==> src/rtl/ln_norm_sequencer.sv <==
// Sequences one float argument at a time through the log linearizer chain: FSM reset, begin strobe, ack wait, result capture.
// Accept-to-OUT_VALID is RST_CYCLES+2 cycles plus chain latency; IN_READY only in IDLE; optional SEQ_TIMEOUT_EN adds an ACK_FF watchdog.
module ln_norm_sequencer #(
   parameter int P          = 32,
   parameter int RST_CYCLES = 2
`ifdef SEQ_TIMEOUT_EN
   ,
   parameter int TIMEOUT    = 1023
`endif
) (
   input  logic         CLK,
   input  logic         RST,
   input  logic [P-1:0] IN_T,
   input  logic         IN_VALID,
   output logic         IN_READY,
   output logic [P-1:0] T,
   output logic         RST_FSM_LN_FF,
   output logic         Begin_FSM_LN,
   input  logic         ACK_FF,
   input  logic [P-1:0] RESULT,
   output logic [P-1:0] OUT_DATA,
   output logic         OUT_VALID,
   input  logic         OUT_READY,
   output logic         BUSY,
   output logic         TO_ERR
);

   localparam int RC_W = 4;

   typedef enum logic [2:0] {
      S_IDLE,
      S_FSM_RST,
      S_START,
      S_WAIT_ACK,
      S_OUT_HOLD,
      S_ERR
   } state_t;

   state_t          state;
   state_t          state_nxt;
   logic            run_en;
   logic            accept;
   logic            capture;
   logic [RC_W-1:0] rst_cnt;

`ifdef SEQ_TIMEOUT_EN
   localparam int WD_W = $clog2(TIMEOUT + 1);

   logic [WD_W-1:0] wd_cnt;
   logic            wd_expire;
   logic            to_err_q;
`endif

   // Low only during reset and the first cycle after release, keeping the chain in reset meanwhile.
   always_ff @(posedge CLK or negedge RST) begin
      if (!RST) begin
         run_en <= 1'b0;
      end else begin
         run_en <= 1'b1;
      end
   end

   always_ff @(posedge CLK or negedge RST) begin
      if (!RST) begin
         state <= S_IDLE;
      end else begin
         state <= state_nxt;
      end
   end

   always_comb begin
      state_nxt     = state;
      IN_READY      = 1'b0;
      RST_FSM_LN_FF = 1'b0;
      Begin_FSM_LN  = 1'b0;
      OUT_VALID     = 1'b0;
      BUSY          = (state != S_IDLE);
      accept        = 1'b0;
      capture       = 1'b0;
`ifdef SEQ_TIMEOUT_EN
      wd_expire     = 1'b0;
`endif
      case (state)
         S_IDLE: begin
            IN_READY = run_en;
            accept   = run_en & IN_VALID;
            if (accept) begin
               state_nxt = S_FSM_RST;
            end
         end
         S_FSM_RST: begin
            RST_FSM_LN_FF = 1'b1;
            if (rst_cnt == '0) begin
               state_nxt = S_START;
            end
         end
         S_START: begin
            Begin_FSM_LN = 1'b1;
            state_nxt    = S_WAIT_ACK;
         end
         S_WAIT_ACK: begin
            if (ACK_FF) begin
               capture   = 1'b1;
               state_nxt = S_OUT_HOLD;
`ifdef SEQ_TIMEOUT_EN
            end else if (wd_cnt == WD_W'(TIMEOUT - 1)) begin
               wd_expire = 1'b1;
               state_nxt = S_ERR;
`endif
            end
         end
         S_OUT_HOLD: begin
            // A waiting argument is only taken after the return to IDLE.
            OUT_VALID = 1'b1;
            if (OUT_READY) begin
               state_nxt = S_IDLE;
            end
         end
`ifdef SEQ_TIMEOUT_EN
         S_ERR: begin
            RST_FSM_LN_FF = 1'b1;
            if (!IN_VALID) begin
               state_nxt = S_IDLE;
            end
         end
`endif
         default: begin
            state_nxt = S_IDLE;
         end
      endcase
      if (!run_en) begin
         RST_FSM_LN_FF = 1'b1;
      end
   end

   always_ff @(posedge CLK or negedge RST) begin
      if (!RST) begin
         T        <= '0;
         OUT_DATA <= '0;
         rst_cnt  <= '0;
      end else begin
         if (accept) begin
            T       <= IN_T;
            rst_cnt <= RC_W'(RST_CYCLES - 1);
         end else if (state == S_FSM_RST && rst_cnt != '0) begin
            rst_cnt <= rst_cnt - RC_W'(1);
         end
         if (capture) begin
            OUT_DATA <= RESULT;
         end
      end
   end

`ifdef SEQ_TIMEOUT_EN
   // Counts WAIT_ACK cycles; an ack on the expiry cycle still wins over the error.
   always_ff @(posedge CLK or negedge RST) begin
      if (!RST) begin
         wd_cnt   <= '0;
         to_err_q <= 1'b0;
      end else begin
         if (state == S_START) begin
            wd_cnt <= '0;
         end else if (state == S_WAIT_ACK) begin
            wd_cnt <= wd_cnt + WD_W'(1);
         end
         if (wd_expire) begin
            to_err_q <= 1'b1;
         end
      end
   end

   assign TO_ERR = to_err_q;
`else
   assign TO_ERR = 1'b0;
`endif

endmodule

==> config.mk <==
export PLATFORM = sky130hd
export DESIGN_NAME = ln_norm_sequencer
export DESIGN_NICKNAME = d
export VERILOG_FILES = /design/src/rtl/ln_norm_sequencer.sv
export SDC_FILE = /design/constraint.sdc
export NUM_CORES = 1
export LEC_CHECK = 0
export ABC_CLOCK_PERIOD_IN_PS = 2200
export BUFFER_PORTS_ARGS = -buffer_cell sky130_fd_sc_hd__buf_2
export CELL_PAD_IN_SITES_DETAIL_PLACEMENT = 1
export CELL_PAD_IN_SITES_GLOBAL_PLACEMENT = 1
export CORE_MARGIN = 8
export CORE_UTILIZATION = 36
export DETAILED_ROUTE_END_ITERATION = 8
export PLACE_DENSITY_LB_ADDON = 0.1
export SLEW_MARGIN = 20
export SYNTH_ARGS = -nofsm -noshare
export SYNTH_HDL_FRONTEND = slang
export SYNTH_SLANG_ARGS = --single-unit
==> constraint.sdc <==
create_clock -name CLK -period 2.2 [get_ports CLK]
set_input_delay 0.44 -clock CLK [delete_from_list [all_inputs] [get_ports CLK]]
set_output_delay 0.44 -clock CLK [all_outputs]
set_load 0.005 [all_outputs]
==> results of run 1 <==
per-layer routing:
layer | vias to the layer above | track usage | part of all wire
li1 | 941 | - | -
met1 | 1005 | 0.167 | 0.42
met2 | 87 | 0.202 | 0.46
met3 | 11 | 0.0563 | 0.10
met4 | 0 | 0.0624 | 0.016
met5 | - | 0 | 0
cells in the mapped netlist (all sizes together):
master / number
nor2: 3
o31ai: 1
o21ai: 6
a21oi: 3
nor4: 1
or3: 2
dfrtp: 72
or3b: 2
clkbuf: 1
inv: 5
buf: 11
nor3b: 3
ha: 2
xor2: 1
mux2i: 2
o22ai: 1
nand4b: 1
a2bb2oi: 1
mux2: 64
conb: 2
nand3b: 1
nor3: 2
nand2: 4
sequential cells by signal, indices dropped and copies added, names as in the netlist:
signal and count:
run_en 1, rst_cnt 4, OUT_DATA 32, T 32, state 3
stage by stage:
step / cell area [µm²] / instances
floorplan: 3030 / 191
global placement: 3790 / 426
detailed placement: 3790 / 426
CTS: 3970 / 442
global route: 3970 / 442
finish: 3970 / 442
layout make-up:
type | count | area [µm²] | area share
Clock buffer | 10 | 138 | 0.0347
Clock inverter | 6 | 45.0 | 0.0113
Inverter | 5 | 18.8 | 0.00473
Multi-Input combinational cell | 102 | 1090 | 0.274
Sequential cell | 72 | 1800 | 0.454
Tap cell | 105 | 131 | 0.0331
Timing Repair Buffer | 142 | 748 | 0.189
cell families (layout without fill, tap and decap cells):
| kind of cell | count (synthesis) | after routing | synth area share |
|---|---|---|---|
| flops | 72 | 72 | 0.595 |
| simple gates | 19 | 19 | 0.0422 |
| fa+ha+maj | 2 | 2 | 0.00826 |
| compound gates | 12 | 12 | 0.0223 |
| xor+xnor | 1 | 1 | 0.00289 |
| other cells | 2 | 2 | 0.00248 |
| mux | 66 | 66 | 0.281 |
| buf+inv | 17 | 163 | 0.0463 |
power by group:
group / internal (mW) / switching [mW] / total (mW) / leakage (nW)
Combinational: 1.32 / 0.864 / 2.18 / 1.07
Sequential: 1.99 / 0.378 / 2.37 / 0.862
Clock: 0.441 / 0.505 / 0.946 / 0.0845
how the worst max path moves through the flow:
stage	start	to	slack [ps]	cells after the start
floorplan	state[2]	T[10]	450	6
global placement	state[1]	T[6]	400	4
detailed placement	state[1]	T[4]	350	4
CTS	state[0]	RST_FSM_LN_FF	90	3
global route	state[0]	RST_FSM_LN_FF	20	3
finish	state[0]	RST_FSM_LN_FF	120	3
worst max-delay path, cell delays in order, from the launching register on:
cell and delay, ps:
dfrtp_1 540, or3b_1 520, nand2_1 120, buf_2 120
==> tab_implementation.tex, run 1 <==
\begin{tabular}{lr}
\hline
Metric & Value \\
\hline
\multicolumn{2}{l}{\textbf{Setup path}} \\
\quad Worst Reg2Reg Path Length in Cells & 4 \\
\quad Crit start category & flop \\
\quad Worst Path Max Fanout & 11 \\
\quad Flop2flop setup slack & between 300 and 400 ps \\
\quad Kind of critical path & flop to primary output \\
\quad Required time of the worst setup path & approximately 1800 ps \\
\quad CP endpoint kind & primary output \\
\quad Endpoint of the worst-slack reg-to-reg timing path & T[4] \\
\quad R2r startpoint & state[1] \\
\quad Critical path data arrival time & 1640 ps \\
\multicolumn{2}{l}{\textbf{Logic synthesis}} \\
\quad Number of flip-flops and latches in the synthesized netlist & 72 \\
\quad Average footprint of a synthesized cell & 15.9 µm² \\
\quad Library cell with the largest summed area after synthesis & dfrtp\_1 \\
\quad Number of nets in the synthesized netlist & between 200 and 300 \\
\quad Number of distinct library cell variants in the gate-level netlist after synthesis & 30 \\
\quad Ys Warns & 0 \\
\quad Leading post-synthesis cells by cell area & dfrtp\_1 (60\%), mux2\_4 (14\%), mux2\_2 (9.7\%) \\
\quad Area of the mapped netlist & slightly above 3000 µm² \\
\quad Proportion of netlist area held by the largest area contributor & 0.595 \\
\quad Sequential cell area fraction in the yosys report & 0.595 \\
\quad Number of instances in the synthesized netlist & 191 \\
\multicolumn{2}{l}{\textbf{Timing}} \\
\quad Clock Skews & approximately 12 ps \\
\quad Minimum clock period after layout & roughly 2100 ps \\
\quad Max Clk Rate & about 480 MHz \\
\quad Total negative slack & 0 ps \\
\quad Unrepaired setup endpoints after global routing & false \\
\quad Count of pins over their slew limit & 0 \\
\quad Crit share post-route & 0.944 \\
\quad Worst setup slack after layout & 123 ps \\
\quad Worst Hold Slack & between 100 and 150 ps \\
\quad Setup-violating endpoint count in the final report & 0 \\
\quad Final Hold Viols & 0 \\
\multicolumn{2}{l}{\textbf{Placement}} \\
\quad Setup Slack @ Placement & $\sim$350 ps \\
\quad Final estimated routing congestion in global placement & roughly 0.73 \\
\quad Port-buffer cells & roughly 140 \\
\quad Detailed Place HPWL & roughly 5.7 mm \\
\multicolumn{2}{l}{\textbf{Floorplan}} \\
\quad Core area & 8180 µm² \\
\quad FP Rows & 33 \\
\quad Initial core utilization & 0.370 \\
\quad Number of top-level pins & 139 \\
\quad Y dimension of the die & between 100 and 150 µm \\
\quad Area enclosed by the die boundary & roughly 12000 µm² \\
\quad Floorplan die width & 108 µm \\
\multicolumn{2}{l}{\textbf{Run}} \\
\quad Number of max-capacitance violations reported & 0 \\
\multicolumn{2}{l}{\textbf{Global routing}} \\
\quad Aggregate global-route resource usage & 0.136 \\
\quad Antenna violations before repair & 0 \\
\quad Vias in the first global route & between 2000 and 2500 \\
\quad Final global-route overflow total & 0 \\
\quad Maximum number of pins on one net before global-route repair & 73 \\
\quad Wire length of the first global-routing pass & around 12 mm \\
\multicolumn{2}{l}{\textbf{Routing}} \\
\quad Post-route DRC & 0 \\
\quad Vias per Instance & 4.62 \\
\quad Average detailed-routed wire length per instance & between 15 and 20 µm \\
\quad First-pass DRT Iterations & 4 \\
\quad Count of vias placed by the detailed router & between 2000 and 2500 \\
\quad Initial detailed-routing violation count & 96 \\
\quad Post-Route WL & 7.63 mm \\
\quad Antenna Violating Nets Remaining & 0 \\
\multicolumn{2}{l}{\textbf{Clock tree}} \\
\quad \# hold bufs at CTS & 0 \\
\quad Number of buffers inserted during clock tree synthesis & 9 \\
\quad CTS max path bufs & 2 \\
\quad Later-pin clock latency in the skew report & between 300 and 400 ps \\
\quad Reg clk slew, reported paths & roughly 80 ps \\
\quad CTS tree & done \\
\quad Num Clock Sinks & 72 \\
\quad Post-CTS setup repair buffer count & 0 \\
\quad CTS resizes & 0 \\
\quad Cell at the root of the clock tree & clkbuf\_8 \\
\quad CTS H-tree lvls & 3 \\
\multicolumn{2}{l}{\textbf{Cells and area}} \\
\quad Most used cells in the layout excluding fill and tap cells & buf\_2 (137), dfrtp\_1 (72), mux2\_4 (29), mux2\_2 (26), clkbuf\_8 (10) \\
\quad Commonest non-fill, non-tap cell in the layout & buf\_2 \\
\quad Share of cells above drive strength 1 & 0.635 \\
\quad Number of antenna repair diodes & 0 \\
\quad Count of nets after finishing & approximately 400 \\
\quad Share of the core filled with cells & 0.485 \\
\quad Total of fill cells in the finished design & 898 \\
\quad Area added between synthesis and finish & 31.1\% \\
\multicolumn{2}{l}{\textbf{Pwr}} \\
\quad Leakage power summed over all cells & just over 2 nW \\
\quad Overall power of the completed layout & 5.49 mW \\
\quad Cell area power density & between 1000 and 1500 nW/µm² \\
\quad Largest voltage drop on the vdd net & roughly 0.5 mV \\
\multicolumn{2}{l}{\textbf{Status}} \\
\quad Outcome & finished, final reports clean \\
\multicolumn{2}{l}{\textbf{Min path}} \\
\quad Type of the worst min-delay path & primary input to async pin \\
\hline
\end{tabular}
Note: power is estimated with default switching activity, not from simulation.
==> run 2, diff against run 1 <==
--- a/config.mk
+++ b/config.mk
@@ -13,6 +13,7 @@
 export CORE_UTILIZATION = 36
 export DETAILED_ROUTE_END_ITERATION = 8
 export PLACE_DENSITY_LB_ADDON = 0.1
+export RECOVER_POWER = 100
 export SLEW_MARGIN = 20
 export SYNTH_ARGS = -nofsm -noshare
 export SYNTH_HDL_FRONTEND = slang
==> run 2 against run 1 <==
Compared with the run above: the flow now finishes with violations (max-capacitance violations, max-slew violations); non-clock buffer count is the same; highest routed layer unchanged; largest power group unchanged; clock power is essentially flat; first-iteration DRC count is the same; global-route usage is the same; largest cell class unchanged; total power shrank 7.2%; via count shrank 0.20%; utilization shrank 2.5 points; clock skew is essentially flat.
==> tab_implementation.tex, run 2 (synthesis results as in run 1) <==
\begin{tabular}{lr}
\hline
Metric & Value \\
\hline
\multicolumn{2}{l}{\textbf{Timing}} \\
\quad Unrepaired setup endpoints after global routing & false (unchanged) \\
\quad Count of pins over their slew limit & 73 (was 0) \\
\quad Max Clk Rate & 483 MHz (was 481 MHz) \\
\quad Minimum clock period after layout & 2070 ps (was 2080 ps) \\
\quad Clock Skews & 12.6 ps (was 12.4 ps) \\
\quad Slew Limit Headroom & -0.215 \\
\quad Total negative slack & 0 ps (unchanged) \\
\quad Setup-violating endpoint count in the final report & 0 (unchanged) \\
\quad Worst Hold Slack & 299 ps (was 105 ps) \\
\quad Final Hold Viols & 0 (unchanged) \\
\quad Slew at the pin closest to its max-slew limit & about 1800 ps \\
\quad Crit share post-route & 0.940 (was 0.944) \\
\multicolumn{2}{l}{\textbf{Cells and area}} \\
\quad Most used cells in the layout excluding fill and tap cells & buf\_2 (82), dfrtp\_1 (72), clkbuf\_1 (54), mux2\_1 (36), mux2\_2 (26) (was buf\_2 (137), dfrtp\_1 (72), mux2\_4 (29), mux2\_2 (26), clkbuf\_8 (10)) \\
\quad Final cell count without fillers & 442 (unchanged) \\
\quad Count of nets after finishing & 403 (unchanged) \\
\quad Area added between synthesis and finish & 24.4\% (was 31.1\%) \\
\quad Number of antenna repair diodes & 0 (unchanged) \\
\quad Commonest non-fill, non-tap cell in the layout & buf\_2 (unchanged) \\
\quad Share of cells above drive strength 1 & 0.392 (was 0.635) \\
\quad Biggest registers after layout & OUT\_DATA x32, T x32, rst\_cnt x4 (unchanged) \\
\multicolumn{2}{l}{\textbf{Clock tree}} \\
\quad Num Clock Sinks & 72 (unchanged) \\
\quad CTS H-tree lvls & 3 (unchanged) \\
\quad CTS resizes & 0 (unchanged) \\
\quad CTS max path bufs & 2 (unchanged) \\
\quad Reg clk slew, reported paths & 80 ps (about the same) \\
\quad Number of buffers inserted during clock tree synthesis & 9 (unchanged) \\
\quad Cell at the root of the clock tree & clkbuf\_8 (unchanged) \\
\quad CTS tree & done (unchanged) \\
\quad Later-pin clock latency in the skew report & 340 ps (about the same) \\
\quad Post-CTS setup repair buffer count & 0 (unchanged) \\
\quad \# hold bufs at CTS & 0 (unchanged) \\
\multicolumn{2}{l}{\textbf{Routing}} \\
\quad Average detailed-routed wire length per instance & 17.1 µm (was 17.3 µm) \\
\quad Post-Route WL & 7.56 mm (was 7.63 mm) \\
\quad Initial detailed-routing violation count & 96 (unchanged) \\
\quad First-pass DRT Iterations & 4 (unchanged) \\
\quad Antenna Violating Nets Remaining & 0 (unchanged) \\
\quad Vias per Instance & 4.62 (about the same) \\
\quad Post-route DRC & 0 (unchanged) \\
\quad Count of vias placed by the detailed router & 2040 (was 2044) \\
\multicolumn{2}{l}{\textbf{Setup path}} \\
\quad Flop2flop setup slack & 190 ps (was 350 ps) \\
\quad Critical path data arrival time & 1630 ps (was 1640 ps) \\
\quad Kind of critical path & flop to primary output (unchanged) \\
\quad CP endpoint kind & primary output (unchanged) \\
\quad Critical path's slowest cell & dfrtp\_1 (unchanged) \\
\quad Required time of the worst setup path & 1760 ps (about the same) \\
\quad Crit-path max cell delay & 540 ps (about the same) \\
\quad Crit start category & flop (unchanged) \\
\quad Worst Path Max Fanout & 11 (unchanged) \\
\quad Chain of cells forming the critical path & or3b\_1, nand2\_1, buf\_2 (unchanged) \\
\multicolumn{2}{l}{\textbf{Status}} \\
\quad Outcome & finished, violations left (was finished, final reports clean) \\
\quad Violations in the final reports & max-capacitance violations, max-slew violations \\
\multicolumn{2}{l}{\textbf{Floorplan}} \\
\quad Y dimension of the die & 108 µm (unchanged) \\
\quad Initial core utilization & 0.370 (unchanged) \\
\quad Floorplan die width & 108 µm (unchanged) \\
\quad Number of top-level pins & 139 (unchanged) \\
\quad Area enclosed by the die boundary & 11600 µm² (unchanged) \\
\quad Core area & 8180 µm² (unchanged) \\
\quad FP Rows & 33 (unchanged) \\
\multicolumn{2}{l}{\textbf{Global routing}} \\
\quad Wire length of the first global-routing pass & 12.2 mm (unchanged) \\
\quad Vias in the first global route & 2299 (unchanged) \\
\quad Antenna violations before repair & 0 (unchanged) \\
\quad Final global-route overflow total & 0 (unchanged) \\
\quad Aggregate global-route resource usage & 0.136 (unchanged) \\
\quad Maximum number of pins on one net before global-route repair & 73 (unchanged) \\
\multicolumn{2}{l}{\textbf{Run}} \\
\quad Number of max-capacitance violations reported & 1 (was 0) \\
\multicolumn{2}{l}{\textbf{Pwr}} \\
\quad Leakage power summed over all cells & 1.77 nW (was 2.02 nW) \\
\quad Largest voltage drop on the vdd net & 0.480 mV (was 0.499 mV) \\
\quad Cell area power density & 1350 nW/µm² (was 1380 nW/µm²) \\
\multicolumn{2}{l}{\textbf{Min path}} \\
\quad Type of the worst min-delay path & primary input to flop (was primary input to async pin) \\
\multicolumn{2}{l}{\textbf{Placement}} \\
\quad Detailed Place HPWL & 5.70 mm (unchanged) \\
\quad Final estimated routing congestion in global placement & 0.734 (unchanged) \\
\quad Port-buffer cells & 137 (unchanged) \\
\quad Cell Count Post-Placement & 426 (unchanged) \\
\hline
\end{tabular}
==> run 2: power breakdown <==
group | total, mW | leakage (nW) | switching, mW | internal [mW]
clock | 0.943 | 0.0845 | 0.502 | 0.441
sequential | 2.36 | 0.862 | 0.374 | 1.99
combinational | 1.79 | 0.828 | 0.840 | 0.953
total | 5.10 | 1.77 | 1.72 | 3.38
==> run 2: layer usage <==
layer  track usage  vias to the layer above  share of wire
met3        0.0563                        9           0.10
li1              -                      943              -
met1         0.167                     1004           0.43
met5             0                        -              0
met2         0.202                       84           0.46
met4        0.0624                        0          0.014
==> run 2: layout make-up <==
cell class,instances,area [µm²]
clock buffers,10,138
clock inverters,6,45.0
fillers,928,4410
inverters,5,18.8
multi-input cells,102,985
flip-flops and latches,72,1800
well taps,105,131
repair buffers,142,647
==> run 2: critical path: cells and delay by family, from the launching register on <==
kind                   cells  cell delay [ps]
and+or+nand+nor            2              640
buffers and inverters      1              120
DFF                        1              540
==> run 2: through the flow <==
step                       util  cell area (µm²)  total power, mW  setup slack (ps)
after global routing      0.461             3770             5.54              19.4
after global placement    0.463             3790             4.55               396
after CTS                 0.485             3970             5.62              94.2
after floorplan               -             3030             3.67               452
after detailed placement  0.463             3790             4.63               351
final                     0.461             3770             5.10               131
==> run 2: final timing paths <==
| check | cells after the start | from | end |
|---|---|---|---|
| min in group asynchronous | 2 | RST | T[16] |
| hold reg to reg | 1 | T[17] | T[17] |
| setup / recovery | 3 | state[0] | RST_FSM_LN_FF |
| setup reg to reg | 4 | state[1] | T[15] |
| hold / removal | 2 | OUT_READY | state[2] |
| max in group asynchronous | 2 | RST | OUT_DATA[28] |
